File: config.mk
export PLATFORM = sky130hd
export DESIGN_NAME = fifo_frame_packer_flat
export DESIGN_NICKNAME = d
export VERILOG_FILES = /design/src/rtl/fifo_frame_packer_pkg.sv /design/src/rtl/fifo_frame_packer_if.sv /design/src/rtl/fifo_frame_packer.sv /design/src/flat_wrapper.sv
export SDC_FILE = /design/constraint.sdc
export NUM_CORES = 1
export LEC_CHECK = 0
export CAP_MARGIN = 30
export CORE_ASPECT_RATIO = 1.5
export CORE_MARGIN = 2
export CORE_UTILIZATION = 54
export DETAILED_ROUTE_END_ITERATION = 10
export HOLD_SLACK_MARGIN = 0.1
export PLACE_DENSITY = 0.84
export SYNTH_ARGS = -nofsm -noshare
export SYNTH_HDL_FRONTEND = slang
export SYNTH_SLANG_ARGS = --single-unit
File: constraint.sdc
create_clock -name rd_clk -period 3.7 [get_ports rd_clk]
set_clock_uncertainty 0.2 [all_clocks]
set_input_delay 0.555 -clock rd_clk [delete_from_list [all_inputs] [get_ports rd_clk]]
set_output_delay 0.555 -clock rd_clk [all_outputs]
set_load 0.03 [all_outputs]
File: src/rtl/fifo_frame_packer_pkg.sv
`default_nettype none
// ============================================================================
// Module      : fifo_frame_packer_pkg
// Description : Shared types and parameter legal ranges for the frame packer.
// Revision    : 1.0 - initial release
// ============================================================================
package fifo_frame_packer_pkg;

    typedef enum logic [1:0] {
        ST_IDLE  = 2'd0,
        ST_RUN   = 2'd1,
        ST_FLUSH = 2'd2
    } state_t;

    localparam int c_PACK_MIN  = 1;
    localparam int c_PACK_MAX  = 4;
    localparam int c_LEN_W_MIN = 1;
    localparam int c_LEN_W_MAX = 32;

    // Counter width that still works when the count range collapses to one value.
    function automatic int cnt_width(input int n);
        return (n > 1) ? $clog2(n) : 1;
    endfunction

endpackage
`default_nettype wire

File: src/rtl/fifo_frame_packer_if.sv
`default_nettype none
// ============================================================================
// Module      : fifo_frame_packer_if
// Description : Control, FIFO read-port and packed output stream bundle.
// Revision    : 1.0 - initial release
// ============================================================================
interface fifo_frame_packer_if #(
    parameter int DATA_W = 11,
    parameter int PACK   = 2,
    parameter int LEN_W  = 16
) ();

    logic                     start;
    logic [LEN_W-1:0]         frame_len;
    logic                     abort;
    logic [DATA_W-1:0]        fifo_rd_data;
    logic                     fifo_rd_vld;
    logic                     fifo_rd_en;
    logic [DATA_W*PACK-1:0]   m_data;
    logic                     m_valid;
    logic                     m_ready;
    logic                     m_last;
    logic                     busy;
    logic                     done;

    modport slave (
        input  start, frame_len, abort, fifo_rd_data, fifo_rd_vld, m_ready,
        output fifo_rd_en, m_data, m_valid, m_last, busy, done
    );

    modport master (
        output start, frame_len, abort, fifo_rd_data, fifo_rd_vld, m_ready,
        input  fifo_rd_en, m_data, m_valid, m_last, busy, done
    );

endinterface
`default_nettype wire

File: src/rtl/fifo_frame_packer.sv
`default_nettype none
// ============================================================================
// Module      : fifo_frame_packer
// Description : Pops frame_len*PACK samples from a show-ahead FIFO and packs
//               each PACK-sample group into one valid/ready output word.
// Revision    : 1.0 - initial release
// ============================================================================
module fifo_frame_packer
    import fifo_frame_packer_pkg::*;
#(
    parameter int DATA_W = 11,
    parameter int PACK   = 2,
    parameter int LEN_W  = 16
) (
    input  wire logic          rd_clk,
    input  wire logic          rd_rst,
    fifo_frame_packer_if.slave bus
);

    localparam int                 c_SMP_W    = cnt_width(PACK);
    localparam logic [c_SMP_W-1:0] c_SMP_LAST = c_SMP_W'(PACK - 1);

    typedef logic [PACK-1:0][DATA_W-1:0] acc_t;

    generate
        if (PACK < c_PACK_MIN || PACK > c_PACK_MAX) begin : g_bad_pack
            $error("fifo_frame_packer: PACK out of legal range");
        end
        if (LEN_W < c_LEN_W_MIN || LEN_W > c_LEN_W_MAX) begin : g_bad_len_w
            $error("fifo_frame_packer: LEN_W out of legal range");
        end
    endgenerate

    state_t                 state_q, state_d;
    logic [c_SMP_W-1:0]     smp_cnt_q, smp_cnt_d;
    logic [LEN_W-1:0]       words_left_q, words_left_d;
    acc_t                   acc_q, acc_d;
    logic [DATA_W*PACK-1:0] m_data_q, m_data_d;
    logic                   m_valid_q, m_valid_d;
    logic                   m_last_q, m_last_d;
    logic                   done_q, done_d;

    logic w_rd_en;
    logic w_pop;
    logic w_word;
    logic w_accept;
    logic w_final;

    // A word-completing pop needs the output register free or draining this cycle.
    assign w_rd_en  = (state_q == ST_RUN) & ~bus.abort &
                      ((smp_cnt_q != c_SMP_LAST) | ~m_valid_q | bus.m_ready);
    assign w_pop    = w_rd_en & bus.fifo_rd_vld;
    assign w_word   = w_pop & (smp_cnt_q == c_SMP_LAST);
    assign w_accept = m_valid_q & bus.m_ready;
    assign w_final  = (words_left_q == LEN_W'(1));

    always_comb begin
        state_d      = state_q;
        smp_cnt_d    = smp_cnt_q;
        words_left_d = words_left_q;
        acc_d        = acc_q;
        m_data_d     = m_data_q;
        m_valid_d    = m_valid_q;
        m_last_d     = m_last_q;
        done_d       = 1'b0;

        case (state_q)
            ST_IDLE: begin
                if (bus.start && (bus.frame_len != '0)) begin
                    state_d      = ST_RUN;
                    words_left_d = bus.frame_len;
                    smp_cnt_d    = '0;
                end
            end
            ST_RUN: begin
                if (bus.abort) begin
                    state_d   = ST_IDLE;
                    m_valid_d = 1'b0;
                    smp_cnt_d = '0;
                end else begin
                    if (w_accept) begin
                        m_valid_d = 1'b0;
                    end
                    if (w_pop) begin
                        for (int i = 0; i < PACK; i++) begin
                            if (smp_cnt_q == c_SMP_W'(i)) begin
                                acc_d[i] = bus.fifo_rd_data;
                            end
                        end
                        smp_cnt_d = (smp_cnt_q == c_SMP_LAST) ? '0 : smp_cnt_q + c_SMP_W'(1);
                    end
                    // acc_d already holds the current sample in the top slot here.
                    if (w_word) begin
                        m_data_d     = acc_d;
                        m_valid_d    = 1'b1;
                        m_last_d     = w_final;
                        words_left_d = words_left_q - LEN_W'(1);
                        if (w_final) begin
                            state_d = ST_FLUSH;
                        end
                    end
                end
            end
            ST_FLUSH: begin
                if (bus.abort) begin
                    state_d   = ST_IDLE;
                    m_valid_d = 1'b0;
                    smp_cnt_d = '0;
                end else if (w_accept) begin
                    m_valid_d = 1'b0;
                    if (m_last_q) begin
                        state_d = ST_IDLE;
                        done_d  = 1'b1;
                    end
                end
            end
            default: begin
                state_d = ST_IDLE;
            end
        endcase
    end

    always_ff @(posedge rd_clk or posedge rd_rst) begin
        if (rd_rst) begin
            state_q      <= ST_IDLE;
            smp_cnt_q    <= '0;
            words_left_q <= '0;
            acc_q        <= '0;
            m_data_q     <= '0;
            m_valid_q    <= 1'b0;
            m_last_q     <= 1'b0;
            done_q       <= 1'b0;
        end else begin
            state_q      <= state_d;
            smp_cnt_q    <= smp_cnt_d;
            words_left_q <= words_left_d;
            acc_q        <= acc_d;
            m_data_q     <= m_data_d;
            m_valid_q    <= m_valid_d;
            m_last_q     <= m_last_d;
            done_q       <= done_d;
        end
    end

    assign bus.fifo_rd_en = w_rd_en;
    assign bus.m_data     = m_data_q;
    assign bus.m_valid    = m_valid_q;
    assign bus.m_last     = m_last_q;
    assign bus.busy       = (state_q != ST_IDLE);
    assign bus.done       = done_q;

endmodule
`default_nettype wire
File: src/flat_wrapper.sv
// flat-port wrapper written by rule: the top's interface ports become plain ports
module fifo_frame_packer_flat import fifo_frame_packer_pkg::*;
#(
    parameter int DATA_W = 11,
    parameter int PACK   = 2,
    parameter int LEN_W  = 16
)
  (rd_clk, rd_rst, bus_start, bus_frame_len, bus_abort, bus_fifo_rd_data, bus_fifo_rd_vld, bus_m_ready, bus_fifo_rd_en, bus_m_data, bus_m_valid, bus_m_last, bus_busy, bus_done);
  fifo_frame_packer_if #(.DATA_W(DATA_W), .PACK(PACK), .LEN_W(LEN_W)) bus_i ();
  input  wire logic rd_clk;
  input  wire logic rd_rst;
  input wire logic [$bits(bus_i.start)-1:0] bus_start;
  input wire logic [$bits(bus_i.frame_len)-1:0] bus_frame_len;
  input wire logic [$bits(bus_i.abort)-1:0] bus_abort;
  input wire logic [$bits(bus_i.fifo_rd_data)-1:0] bus_fifo_rd_data;
  input wire logic [$bits(bus_i.fifo_rd_vld)-1:0] bus_fifo_rd_vld;
  input wire logic [$bits(bus_i.m_ready)-1:0] bus_m_ready;
  output wire logic [$bits(bus_i.fifo_rd_en)-1:0] bus_fifo_rd_en;
  output wire logic [$bits(bus_i.m_data)-1:0] bus_m_data;
  output wire logic [$bits(bus_i.m_valid)-1:0] bus_m_valid;
  output wire logic [$bits(bus_i.m_last)-1:0] bus_m_last;
  output wire logic [$bits(bus_i.busy)-1:0] bus_busy;
  output wire logic [$bits(bus_i.done)-1:0] bus_done;
  assign bus_i.start = bus_start;
  assign bus_i.frame_len = bus_frame_len;
  assign bus_i.abort = bus_abort;
  assign bus_i.fifo_rd_data = bus_fifo_rd_data;
  assign bus_i.fifo_rd_vld = bus_fifo_rd_vld;
  assign bus_i.m_ready = bus_m_ready;
  assign bus_fifo_rd_en = bus_i.fifo_rd_en;
  assign bus_m_data = bus_i.m_data;
  assign bus_m_valid = bus_i.m_valid;
  assign bus_m_last = bus_i.m_last;
  assign bus_busy = bus_i.busy;
  assign bus_done = bus_i.done;
  fifo_frame_packer #(.DATA_W(DATA_W), .PACK(PACK), .LEN_W(LEN_W)) u_core (.rd_clk(rd_clk), .rd_rst(rd_rst), .bus(bus_i));
endmodule
==> impl.org <==
** STA
- Final-report hold violation count :: 0
- Final hold slack :: 0.280 ns
- The number of slew-limit violations in the final report came to 0.
- Final critical-path share of the clock period :: 0.764
- Shortest clock period the worst path allows after layout :: 2.83 ns
- Measured against its own limit, the worst slew margin works out to 0.400.
- Sum of negative setup slack :: 0 ns
- Worst Max-Slew Pin Slew :: 0.892 ns
- Setup repair after global routing left no endpoint under its margin.
- Final Setup Violations :: 0
- Maximum clock rate :: 354 MHz

** Die
- Horizontal extent of the die :: 62.2 um
- The floorplan step defined a core boundary enclosing 4850 sq um.
- Vertical die dimension :: 91.4 um
- Number of placement rows :: 31
- Top Ports :: 60
- Die footprint :: 5690 sq um
- Initial core utilization :: 0.567

** Detailed routing
- The routed layout has 2365 vias.
- Drc violations :: 0
- Dividing the detail-routed wire length by the instance count gives 15.3 um.
- The first routing iteration left 185 violations.
- Count of nets left with antenna violations after detail routing :: 0
- Total Routed Length :: 6410 um
- First-pass detailed-route iteration total :: 5
- Avg Vias per Cell :: 5.63

** Finish
- Multi-input gate area in the final layout :: 1270 sq um
- From synthesis to final layout, the design area changed by 28.7%.
- Fill cell count :: 359
- NumNets Final :: 392
- Fraction of final layout cells sized beyond drive strength 1 :: 0.107
- 0 antenna diodes ended up in the layout.
- Summing all flip-flop and latch instances after layout gives 1380 sq um.
- After routing the design area is 3540 sq um.

** Clock tree
- The clock drives 55 sinks.
- The clock tree synthesis step divided the H-tree into 2 levels.
- Total clock buffers created by CTS :: 5
- Number of buffers added for setup after CTS :: 0
- CTS hold repair buffers :: 0
- CTS clock-pin slew for the worst setup and hold paths :: 0.09 ns
- The clock reaches the later pin of the worst-skew pair after 0.31 ns.
- Number of buffers between clock root and the deepest sink :: 2
- The cell sitting at the root of the clock tree is a clkbuf_8.
- TritonCTS built the clock tree.
- Once the clock tree was built, the resizer swapped 0 gates to a different size.

** Global route
- The first global-routing pass estimated 11000 um of wire.
- Vias in the first global route :: 2357
- Antenna violations before repair :: 0
- Entering global routing, the biggest net connects 56 pins.
- Total congestion overflow :: 0
- Total GRT Usage :: 0.244

** Critical path
- The critical path is of the in2out type.
- In this run the critical register-to-register path is launched from u_core.state_q[1].
- The number of cells on the worst reg-to-reg path is 8.
- Required time of the critical path :: 2.94 ns
- Worst-case register-to-register setup slack :: 1.11 ns
- Maximum fanout along the worst path :: 4
- Crit Reg-Reg Endpoint :: u_core.words_left_q[11]
- The worst setup path is captured at an output port.
- STA puts the critical path data arrival time at 2.07 ns.
- CP startpoint kind :: primary input

** Min path
- The path class of the tightest hold or removal check is reg2reg.
- The worst hold path begins at u_core.bus.m_data[19].
- Counting instances, the worst hold path has a depth of 2.
- The worst hold path terminates at u_core.bus.m_data[19].

** Power and ir drop
- Overall Power :: 2.86 mW
- Clock power frac :: 0.163
- Share of total power in sequential cells :: 0.371
- Of the total power, the share spent switching nets is 0.410.
- Summed over all cells, the static leakage comes to 1.56 nW.
- Cell internal power was estimated by the tool at 1.69 mW.
- The worst-case IR drop observed on VDD is 0.495 mV.
- Power spread over the standard cell area amounts to 809 nW/um^2.
- Switching power of the nets :: 1.17 mW
- Combinational share of power :: 0.467

** Synthesis
- After synthesis, the share of cell area in mux cells is 0.0560.
- dfrtp_1 takes more of the synthesized area than any other cell.
- Avg Cell Area, Syn :: 9.38 sq um
- Synthesis inferred 55 register bits.
- Of the synthesized area, sequential elements account for 0.501.
- The synthesized netlist occupies a cell area of 2750 sq um.
- Yosys mapped the design onto 44 distinct sky130hd cell types.
- Xor and xnor fraction of the mapped netlist area :: 0
- Of the total synthesized cell area, the portion taken by full adders, half adders and majority gates is 0.0273.
- Counting every net in the synthesized netlist gives 332.
- Of the post-synthesis cell area, the dominant cell type holds 0.501.
- Dominant combinational cell family by area after synthesis :: simple AND/OR/NAND/NOR gates
- Area fraction in compound gates after synthesis :: 0.162
- Synth warnings :: 0
- Of the total synthesized cell area, the portion taken by AND, OR, NAND and NOR gates is 0.215.
- The cell count after synthesis came out at 293.
- Top cells by area in the synthesized netlist :: dfrtp_1 (50%), nand2_1 (11%), mux2_2 (4.5%)

** Place
- Post-DP HPWL :: 4520 um
- Input and output buffers added on the ports amount to 59.
- Placed cell areas :: 3400 sq um
- Final estimated routing congestion in global placement :: 0.881

** Flow run
- Max-cap check violation count :: 0

** Run status
- The run finished with clean final reports.
==> placed cells by master, fill, tap and decap left out, types with 7 or more instances in the layout <==
cell type,netlist,routed
nor2_1,10,10
inv_1,11,10
a21oi_1,18,18
mux2_2,11,11
nand2_1,83,83
dfrtp_1,55,55
clkdlybuf4s50_1,0,59
o21ai_0,7,7
==> metal layers <==
layer  global-route usage  vias to the layer above  share of wire
li1                     -                     1143              -
met1                0.282                     1125           0.40
met2                0.427                       80           0.51
met3               0.0558                       17          0.061
met4                0.109                        0          0.032
met5                    0                        -              0
==> cell type report <==
cell class,count,share of cell area
inverter,11,0.0117
multi-input combinational,215,0.359
timing repair buffer,65,0.180
sequential,55,0.389
clock buffer,6,0.0205
clock inverter,2,0.0170
tap,66,0.0233
==> sequential cells by signal (all words and copies together) (netlist names) <==
name	count
u_core.bus.m_data	22
u_core.words_left_q	16
u_core.acc_q	11
u_core.state_q	2
u_core.bus.done	1
u_core.bus.m_last	1
u_core.bus.m_valid	1
u_core.smp_cnt_q	1
==> power groups by stage <==
stage	Sequential, mW	Combinational, mW	Clock [mW]
global placement	1.05	1.31	0
global route	1.10	1.45	0.499
detailed placement	1.07	1.34	0
CTS	1.06	1.35	0.475
finish	1.06	1.33	0.466
floorplan	1.24	0.711	0
==> how the worst max path moves through the flow <==
| stage | start | end | slack, ns | cells after the start |
|---|---|---|---|---|
| after floorplan | bus_frame_len[6] | u_core.words_left_q[0] | 1.39 | 6 |
| after global placement | bus_frame_len[6] | u_core.words_left_q[8] | 0.76 | 6 |
| after detailed placement | bus_frame_len[6] | u_core.words_left_q[8] | 0.71 | 6 |
| after CTS | bus_abort | bus_fifo_rd_en | 0.87 | 4 |
| after global routing | u_core.state_q[1] | bus_fifo_rd_en | 0.78 | 5 |
| final | bus_abort | bus_fifo_rd_en | 0.87 | 4 |
==> critical path, stage by stage <==
cell,delay [ns]
clkdlybuf4s50_1,0.45
nand2b_1,0.22
a21oi_1,0.16
clkdlybuf4s50_1,0.69
==> through the flow <==
stage / instances / utilization / setup slack, ns
after global placement: 412 / 0.702 / 0.762
after detailed placement: 412 / 0.702 / 0.712
after CTS: 420 / 0.730 / 0.865
after floorplan: 293 / - / 1.39
final: 420 / 0.730 / 0.873
after global routing: 420 / 0.730 / 0.776
==> logic make-up after synthesis <==
logic type,count (synthesis)
mux,14
flops,55
fa+ha+maj,6
simple gates,131
compound gates,64
buf+inv,23
==> cell usage after synthesis, drive strengths merged <==
master   instances
nand2           84
dfrtp           55
a21oi           18
o21ai           17
inv             11
mux2            11
nor2            10
clkbuf           7
a31oi            6
ha               6
nand3            6
nor2b            6
o22ai            6
buf              5
nand2b           5
or4              5
nand4            4
nor3             4
mux2i            3
nor4             3
a21boi           2
a41oi            2
o311ai           2
o31a             2
o32ai            2
a211oi           1
a22o             1
a22oi            1
a2bb2oi          1
and2b            1
and3             1
nor3b            1
o2bb2ai          1
o41a             1
o41ai            1
or3              1
Note: power is estimated with default switching activity, not from simulation.
